**config.mk**
```make
export PLATFORM = sky130hd
export DESIGN_NAME = ahb_spi_master
export DESIGN_NICKNAME = d
export VERILOG_FILES = /design/src/rtl/ahb_spi_master.sv
export SDC_FILE = /design/constraint.sdc
export NUM_CORES = 1
export LEC_CHECK = 0
export BUFFER_PORTS_ARGS = -buffer_cell sky130_fd_sc_hd__buf_4
export CORE_ASPECT_RATIO = 0.5
export CORE_MARGIN = 4
export CORE_UTILIZATION = 45
export DETAILED_ROUTE_END_ITERATION = 12
export GPL_ROUTABILITY_DRIVEN = 0
export PLACE_DENSITY_LB_ADDON = 0.3
export SLEW_MARGIN = 20
export SYNTH_ARGS = -nofsm -noshare
export SYNTH_HDL_FRONTEND = slang
export SYNTH_SLANG_ARGS = --single-unit
```
**constraint.sdc**
```tcl
create_clock -name HCLK -period 2.5 [get_ports HCLK]
set_input_delay 0.125 -clock HCLK [delete_from_list [all_inputs] [get_ports HCLK]]
set_output_delay 0.125 -clock HCLK [all_outputs]
set_load 0.05 [all_outputs]
```
**src/rtl/ahb_spi_master.sv**
```systemverilog
// AHB-Lite slave fronting a mode-0, MSB-first SPI master with TX/RX byte FIFOs.
// Optional feature macro: SPI_IRQ_EN adds the IRQEN register and the IRQ output.
module ahb_spi_master #(
    parameter int         FIFO_DEPTH = 8,
    parameter logic [7:0] DIV_RST    = 8'd4
) (
    input  logic        HCLK,
    input  logic        HRESETN,
    input  logic        HSEL,
    input  logic [4:0]  HADDR,
    input  logic [1:0]  HTRANS,
    input  logic        HWRITE,
    input  logic [2:0]  HSIZE,
    input  logic [31:0] HWDATA,
    input  logic        HREADYIN,
    output logic [31:0] HRDATA,
    output logic        HREADY,
    output logic [1:0]  HRESP,
    output logic        SPISCLKO,
    output logic        SPISDO,
    output logic        SPISS,
    input  logic        SPISDI
`ifdef SPI_IRQ_EN
    ,
    output logic        IRQ
`endif
);

    localparam int AW = $clog2(FIFO_DEPTH);
    localparam logic [AW:0] PTR_ONE = {{AW{1'b0}}, 1'b1};

    localparam logic [2:0] A_CTRL  = 3'd0;
    localparam logic [2:0] A_STAT  = 3'd1;
    localparam logic [2:0] A_TX    = 3'd2;
    localparam logic [2:0] A_RX    = 3'd3;
`ifdef SPI_IRQ_EN
    localparam logic [2:0] A_IRQEN = 3'd4;
`endif

    localparam logic [2:0] S_IDLE = 3'd0;
    localparam logic [2:0] S_LOAD = 3'd1;
    localparam logic [2:0] S_LOW  = 3'd2;
    localparam logic [2:0] S_HIGH = 3'd3;
    localparam logic [2:0] S_DONE = 3'd4;

    logic        sel_q, wr_q;
    logic [2:0]  addr_q;
    logic        en_q, ss_q, rxovf_q;
    logic [7:0]  clkdiv_q;

    logic [7:0]  tx_mem_q [FIFO_DEPTH];
    logic [7:0]  rx_mem_q [FIFO_DEPTH];
    logic [AW:0] tx_wptr_q, tx_rptr_q, rx_wptr_q, rx_rptr_q;

    logic [2:0]  state_q, state_d;
    logic [7:0]  div_q, div_d;
    logic [2:0]  bitcnt_q, bitcnt_d;
    logic        sclk_q, sclk_d;
    logic        sdo_q, sdo_d;
    logic [7:0]  shreg_q, shreg_d;

    logic        bus_wr, bus_rd;
    logic        tx_empty, tx_full, rx_empty, rx_full;
    logic        tx_push, tx_pop, rx_push, rx_pop, rx_ovf_set;
    logic        busy;
    logic [31:0] rdata;

    logic        unused_bits;
    assign unused_bits = ^{HSIZE, HADDR[1:0], HTRANS[0], HWDATA[31:16]};

    assign HREADY   = 1'b1;
    assign HRESP    = 2'b00;
    assign SPISCLKO = sclk_q;
    assign SPISDO   = sdo_q;
    assign SPISS    = ~ss_q;

    // Address phase is captured here; the data phase acts on the next cycle.
    always_ff @(posedge HCLK or negedge HRESETN) begin
        if (!HRESETN) begin
            sel_q  <= 1'b0;
            wr_q   <= 1'b0;
            addr_q <= 3'd0;
        end else if (HSEL && HTRANS[1] && HREADYIN) begin
            sel_q  <= 1'b1;
            wr_q   <= HWRITE;
            addr_q <= HADDR[4:2];
        end else begin
            sel_q  <= 1'b0;
        end
    end

    assign bus_wr = sel_q & wr_q;
    assign bus_rd = sel_q & ~wr_q;

    assign tx_empty = (tx_wptr_q == tx_rptr_q);
    assign tx_full  = (tx_wptr_q[AW] != tx_rptr_q[AW]) &&
                      (tx_wptr_q[AW-1:0] == tx_rptr_q[AW-1:0]);
    assign rx_empty = (rx_wptr_q == rx_rptr_q);
    assign rx_full  = (rx_wptr_q[AW] != rx_rptr_q[AW]) &&
                      (rx_wptr_q[AW-1:0] == rx_rptr_q[AW-1:0]);

    // A simultaneous pop frees the slot, so a push into a full FIFO is accepted then.
    assign tx_pop     = (state_q == S_LOAD);
    assign tx_push    = bus_wr && (addr_q == A_TX) && (!tx_full || tx_pop);
    assign rx_pop     = bus_rd && (addr_q == A_RX) && !rx_empty;
    assign rx_push    = (state_q == S_DONE) && (!rx_full || rx_pop);
    assign rx_ovf_set = (state_q == S_DONE) && rx_full && !rx_pop;

    assign busy = (state_q != S_IDLE) | ~tx_empty;

    always_ff @(posedge HCLK or negedge HRESETN) begin
        if (!HRESETN) begin
            tx_wptr_q <= '0;
            tx_rptr_q <= '0;
            rx_wptr_q <= '0;
            rx_rptr_q <= '0;
        end else begin
            if (tx_push) tx_wptr_q <= tx_wptr_q + PTR_ONE;
            if (tx_pop)  tx_rptr_q <= tx_rptr_q + PTR_ONE;
            if (rx_push) rx_wptr_q <= rx_wptr_q + PTR_ONE;
            if (rx_pop)  rx_rptr_q <= rx_rptr_q + PTR_ONE;
        end
    end

    always_ff @(posedge HCLK) begin
        if (tx_push) tx_mem_q[tx_wptr_q[AW-1:0]] <= HWDATA[7:0];
        if (rx_push) rx_mem_q[rx_wptr_q[AW-1:0]] <= shreg_q;
    end

    always_ff @(posedge HCLK or negedge HRESETN) begin
        if (!HRESETN) begin
            en_q     <= 1'b0;
            ss_q     <= 1'b0;
            clkdiv_q <= DIV_RST;
            rxovf_q  <= 1'b0;
        end else begin
            if (bus_wr && addr_q == A_CTRL) begin
                en_q     <= HWDATA[0];
                ss_q     <= HWDATA[1];
                clkdiv_q <= HWDATA[15:8];
            end
            if (rx_ovf_set)
                rxovf_q <= 1'b1;
            else if (bus_wr && addr_q == A_STAT && HWDATA[5])
                rxovf_q <= 1'b0;
        end
    end

    // Shift engine: each half-period lasts clkdiv+1 cycles; MISO is sampled on the rising SCLK.
    always_comb begin
        state_d  = state_q;
        div_d    = div_q;
        bitcnt_d = bitcnt_q;
        sclk_d   = sclk_q;
        sdo_d    = sdo_q;
        shreg_d  = shreg_q;
        case (state_q)
            S_IDLE: begin
                if (en_q && !tx_empty) state_d = S_LOAD;
            end
            S_LOAD: begin
                shreg_d  = tx_mem_q[tx_rptr_q[AW-1:0]];
                sdo_d    = shreg_d[7];
                bitcnt_d = 3'd7;
                div_d    = 8'd0;
                state_d  = S_LOW;
            end
            S_LOW: begin
                if (div_q >= clkdiv_q) begin
                    div_d   = 8'd0;
                    sclk_d  = 1'b1;
                    shreg_d = {shreg_q[6:0], SPISDI};
                    state_d = S_HIGH;
                end else begin
                    div_d = div_q + 8'd1;
                end
            end
            S_HIGH: begin
                if (div_q >= clkdiv_q) begin
                    div_d  = 8'd0;
                    sclk_d = 1'b0;
                    if (bitcnt_q == 3'd0) begin
                        state_d = S_DONE;
                    end else begin
                        bitcnt_d = bitcnt_q - 3'd1;
                        sdo_d    = shreg_q[7];
                        state_d  = S_LOW;
                    end
                end else begin
                    div_d = div_q + 8'd1;
                end
            end
            S_DONE:  state_d = S_IDLE;
            default: state_d = S_IDLE;
        endcase
    end

    always_ff @(posedge HCLK or negedge HRESETN) begin
        if (!HRESETN) begin
            state_q  <= S_IDLE;
            div_q    <= 8'd0;
            bitcnt_q <= 3'd0;
            sclk_q   <= 1'b0;
            sdo_q    <= 1'b0;
        end else begin
            state_q  <= state_d;
            div_q    <= div_d;
            bitcnt_q <= bitcnt_d;
            sclk_q   <= sclk_d;
            sdo_q    <= sdo_d;
        end
    end

    always_ff @(posedge HCLK) begin
        shreg_q <= shreg_d;
    end

`ifdef SPI_IRQ_EN
    logic [1:0] irqen_q;
    logic       irq_q;

    always_ff @(posedge HCLK or negedge HRESETN) begin
        if (!HRESETN) begin
            irqen_q <= 2'b00;
            irq_q   <= 1'b0;
        end else begin
            if (bus_wr && addr_q == A_IRQEN) irqen_q <= HWDATA[1:0];
            irq_q <= (irqen_q[0] & tx_empty & (state_q == S_IDLE)) |
                     (irqen_q[1] & ~rx_empty) | rxovf_q;
        end
    end

    assign IRQ = irq_q;
`endif

    always_comb begin
        rdata = 32'd0;
        if (bus_rd) begin
            case (addr_q)
                A_CTRL: rdata = {16'd0, clkdiv_q, 6'd0, ss_q, en_q};
                A_STAT: rdata = {26'd0, rxovf_q, busy, rx_empty, rx_full, tx_empty, tx_full};
                A_RX:   if (!rx_empty) rdata = {24'd0, rx_mem_q[rx_rptr_q[AW-1:0]]};
`ifdef SPI_IRQ_EN
                A_IRQEN: rdata = {30'd0, irqen_q};
`endif
                default: rdata = 32'd0;
            endcase
        end
    end

    assign HRDATA = rdata;

endmodule

```
Yosys cells after proc, flatten, opt, wreduce, memory -nomap -nowiden --
Memories as Yosys holds them, arrays and structs flattened. Index checks and enable logic that the tools add are counted.
Word-level totals: memories kept 2, logic and storage cells 113, flip-flop bits (word level) 56, output and inout bits 38, RAM bits 128, input bits 48
Memories:
- rx_mem_q | words 8, width 8, read ports 1, clocked after Yosys merged registers in 0, write ports 1, line 52 | logic [7:0] rx_mem_q [FIFO_DEPTH];
- tx_mem_q | words 8, width 8, read ports 1, clocked after Yosys merged registers in 0, write ports 1, line 51 | logic [7:0] tx_mem_q [FIFO_DEPTH];
Cells by class: muxes and demuxes 28, magnitude comparators 1, bitwise logic cells 6, eq/ne operators 17, reduce and logical (&&, ||, !) cells 36, add/subtract/negate cells 6
Operators with widths (number):
- 16-bit case mux with 3 select lines | 1
- 8-bit case mux with 2 select lines | 2
- 8-bit two-way mux | 3
- 3-bit two-way mux | 6
- 4-bit by 1-bit adder with 4-bit output, second input constant | 4
- 16-bit two-way mux | 1
- 1-bit logical AND | 15
- 3-bit by 2-bit == test with 1-bit output, second input constant | 4
- 3-bit case mux with 4 select lines | 1
- 1-bit two-way mux | 11
- 2-bit nonzero test | 5
- 3-bit zero test | 3
- 3-bit AND reduction | 3
- 8-bit by 1-bit adder with 8-bit output, second input constant | 1
- 4-bit == test | 2
- 8-bit greater-or-equal comparator | 1
- 2-bit inequality test, second input constant | 4
- 3-bit by 1-bit == test with 1-bit output, second input constant | 2
- 3-bit == test | 2
- 3-bit case mux with 2 select lines | 1
- 1-bit zero test | 5
- 1-bit case mux with 2 select lines | 2
- 3-bit == test, second input constant | 1
- 1-bit inverter | 3
- 8 further kinds | 11

Longest topological paths before layout --
word-level depth 8, mapped depth 7, depth with buffers taken out 7

Least setup slack after synthesis --
No wires, ideal clock.
path type register to register, from register state_q[0], to memory tx_mem_q[0][0], enable pin, data arrival time 2.142 ns, setup slack -0.037 ns, buffers on the path 1, data required time 2.105 ns, stages on the path, launching flop included 6, library setup time 0.395 ns, cells stage by stage dfrtp_1 clkbuf_2 and2b_2 nand2b_1 a2111o_1 nor4_1
On the way: word-level cells in the longest chain between the ends 5
Ends and longest elaborated chain:
- from (decl) | line 55 | logic [2:0] state_q, state_d;
- from (signal assigned) | line 206 | state_q <= state_d;
- 3-bit by 1-bit == test with 1-bit output | line 103 | assign tx_pop = (state_q == S_LOAD);
- 1-bit logical OR | line 104 | assign tx_push = bus_wr && (addr_q == A_TX) && (!tx_full || tx_pop);
- 1-bit logical AND | line 104
- 1-bit two-way mux | line 126 | if (tx_push) tx_mem_q[tx_wptr_q[AW-1:0]] <= HWDATA[7:0];
- 1-bit two-way mux (implied by the code) | line 126
- to (decl) | line 51
Every way passes these cells.

Worst setup path in the final report --
from register rx_rptr_q[0], to output port HRDATA[3]
On the way: word-level cells in the longest chain between the ends 4, elaborated cells between the ends (all ways) 5, those cells by class eq/ne (1); mux (3); memory (1)
Ends and longest elaborated chain:
- from (decl) | line 53 | logic [AW:0] tx_wptr_q, tx_rptr_q, rx_wptr_q, rx_rptr_q;
- from (signal assigned) | line 121 | if (rx_pop) rx_rptr_q <= rx_rptr_q + PTR_ONE;
- memory read 8 x 8 bit or 4-bit == test (tied branches)
- 8-bit two-way mux | line 242 | A_RX: if (!rx_empty) rdata = {24'd0, rx_mem_q[rx_rptr_q[AW-1:0]]};
- 16-bit case mux with 3 select lines * | line 239 | case (addr_q)
- 16-bit two-way mux * | line 238 | if (bus_rd) begin
- to (decl) | line 16 | output logic [31:0] HRDATA,
Mark *: on every way between the ends. The rest lies on a longest branch, timed or not.

==> flow_summary.toml <==
[status]
status = "finished, final reports clean"

[global_route]
grt_pass1_vias = 4528
grt_max_degree = 49
grt_pass1_wl_um = 24600
grt_overflow_total = 0
grt_use_total_pct = 16.0
antenna_found_initial = 0

[synth]
synth_edf_count = 136
yosysTopAreaCell = "edfxtp_1"
ys_warn_count = 0
synthCells = 528
ys_seq_area_share_pct = 65.6
synthTopCellsByArea = "edfxtp_1 (51%), dfrtp_1 (15%), mux4_2 (7.5%)"
syn_avg_cell_area_sq_um = 15.3
ys_ff_latch = 184
synth_cell_types = 53
synth_area_sq_um = 8060
synth_top_area_share_pct = 50.7
synth_ff_type = "edfxtp_1"
ys_async_sr_fraction_pct = 26.1

[cts]
cts_tree = "built"
insertion_delay_ns = 0.43
h-tree-depth = 4
cts_sinks = 184
cts-root-buf = "clkbuf_16"
cts_buffers = 17
cts.path.max_buffers = 2
clkTransAtPathRegs_ns = 0.07

[critical_path]
critPathKind = "reg2out"
cp.arrival_ns = 2.29
critPathCaptureType = "output pin"
required_ns = 2.38
crit_fanout = 8
startpoint_type = "flop"

[floorplanning]
core_sq_um = 17500
io_pins = 86
die_h_um = 103
die_x_um = 197
initial_core_util_pct = 46.1
rows = 34
die-area_sq_um = 20200

[cells_and_area]
drive_above_1_share_pct = 27.8
layout.nets = 700
antennaDiodeCount = 0
syn_to_final_growth_pct = 20.8

[pwr]
p_leak_nw = 3.68
power.density_nw_per_um2 = 833
ir_drop_v = 0.000472

[job]
maxCapViolations = 0

[sta]
rsz0062_at_grt = "no"
finalClockSkew_ns = 0.0103
fin_crit_ns = 2.42
max_freq_ghz = 0.414
drv_slew = 0
worstMarginPinSlew_ns = 0.697
finalSetupViolCount = 0
period_share_pct = 96.7
slew_headroom_pct = 53.2
hold_ws_ns = 0.109
finalSetupTns_ns = 0
finalHoldViolCount = 0

[drt]
drc_errors = 0
detail_route.vias_per_cell = 5.16
drt-initial-drc-count = 307
vias = 4565
routedWlPerCell_um = 17.6
wl_um = 15600
antenna_left = 0
first_pass_iters = 5

[min_path]
hold_class = "in2reg"

[place]
port_buffers = 44
dpl.hpwl_um = 10300
## layout make-up
cell class	instances	area [sq um]
clock inverters	15	156
fillers	1362	7750
clock buffers	17	425
flip-flops and latches	184	5290
multi-input cells	302	2560
well taps	234	293
repair buffers	113	937
inverters	19	71.3
## worst max-delay path: stages (launching register included)
cell and delay [ns]:
dfrtp_2 0.43, buf_12 0.16, mux4_2 0.51, mux2_2 0.30
a32oi_1 0.21, nor2_1 0.06, buf_4 0.19
## synth_stat cells (3+ instances only)
cell type,n
edfxtp_1,136
nand2_1,52
dfrtp_1,47
mux4_2,27
nor2_1,22
buf_4,20
inv_1,19
o21ai_0,19
mux2_2,16
ha_1,15
xnor2_1,14
nand2b_1,11
nand3_1,11
and2_1,10
mux2i_1,10
xor2_1,10
buf_2,8
clkbuf_1,8
nor3_1,8
a31oi_1,5
mux4_1,5
nand4_1,5
a21o_1,3
a22oi_1,3
and3_1,3
o22a_1,3
o22ai_1,3
## routing by layer
metal / vias to the layer above / GRT usage (%) / part of all wire [%]
li1: 2169 / - / -
met1: 2283 / 22.7 / 48
met2: 107 / 25.1 / 46
met3: 6 / 4.37 / 4.8
met4: 0 / 3.57 / 0.52
met5: - / 0 / 0
## worst paths after layout
path / start / to / slack (ns) / cells past startpoint
max in group asynchronous: HRESETN / rx_wptr_q[1] / 1.80 / 2
max reg2reg: div_q[0] / SPISDO / 0.19 / 7
min: HTRANS[1] / sel_q / 0.11 / 3
min in group asynchronous: HRESETN / rx_rptr_q[3] / 0.25 / 2
max: rx_rptr_q[0] / HRDATA[3] / 0.08 / 6
min reg2reg: rxovf_q / rxovf_q / 0.50 / 2
## what timing repair did
item,4_1_cts,5_1_grt
resized for setup,2,9
gates cloned,0,1
setup buffers,0,1
setup endpoints to repair,5,16
hold buffers,22,0
endpoints found under the hold margin,124,0
## metrics by stage
step                      total power, W  std cells  cell area (sq um)  util (%)  setup slack (ns)
after floorplan                  0.00501        545               8130         -            0.0781
after global placement           0.00546        828               8840      50.6            0.0866
after detailed placement         0.00551        828               8850      50.6             0.141
after CTS                        0.00816        882               9660      55.2           0.00537
after global routing             0.00853        884               9730      55.7           0.00765
final                            0.00811        884               9730      55.7            0.0835
## state kept, by name, summed over array words and instances, names as in the netlist, 4 cells and up
name / cells
rx_mem_q: 64
div_q: 8
rx_wptr_q: 4
rx_rptr_q: 4
tx_wptr_q: 4
tx_rptr_q: 4
shreg_q: 8
tx_mem_q: 64
clkdiv_q: 8
## cell usage in the layout (no fill, tap or decap), drive strengths merged, types with 5 or more instances in the layout
cell type	synthesis	routed
edfxtp	136	136
buf	30	90
nand2	52	52
dfrtp	47	47
mux4	32	32
inv	19	26
nor2	22	22
dlygate4sd3	0	22
o21ai	19	19
conb	2	19
clkbuf	10	18
mux2	18	18
ha	15	15
xnor2	14	14
nand2b	11	11
nand3	11	11
mux2i	10	10
and2	10	10
xor2	10	10
nor3	9	9
a31oi	6	6
nand4	5	5
clkinvlp	0	5
## kinds of logic after synthesis
group	after synthesis	share of synthesized area [%]
simple gates	132	7.81
fa+ha+maj	15	2.33
flops	184	65.6
buf+inv	59	3.93
xor+xnor	24	2.61
other cells	2	0.0932
mux	60	13.0
compound gates	52	4.57
## power breakdown
group	internal (W)	switching [W]
Clock	0.00141	0.00121
Combinational	0.000787	0.00100
Sequential	0.00355	0.000160
Note: power is estimated with default switching activity, not from simulation.
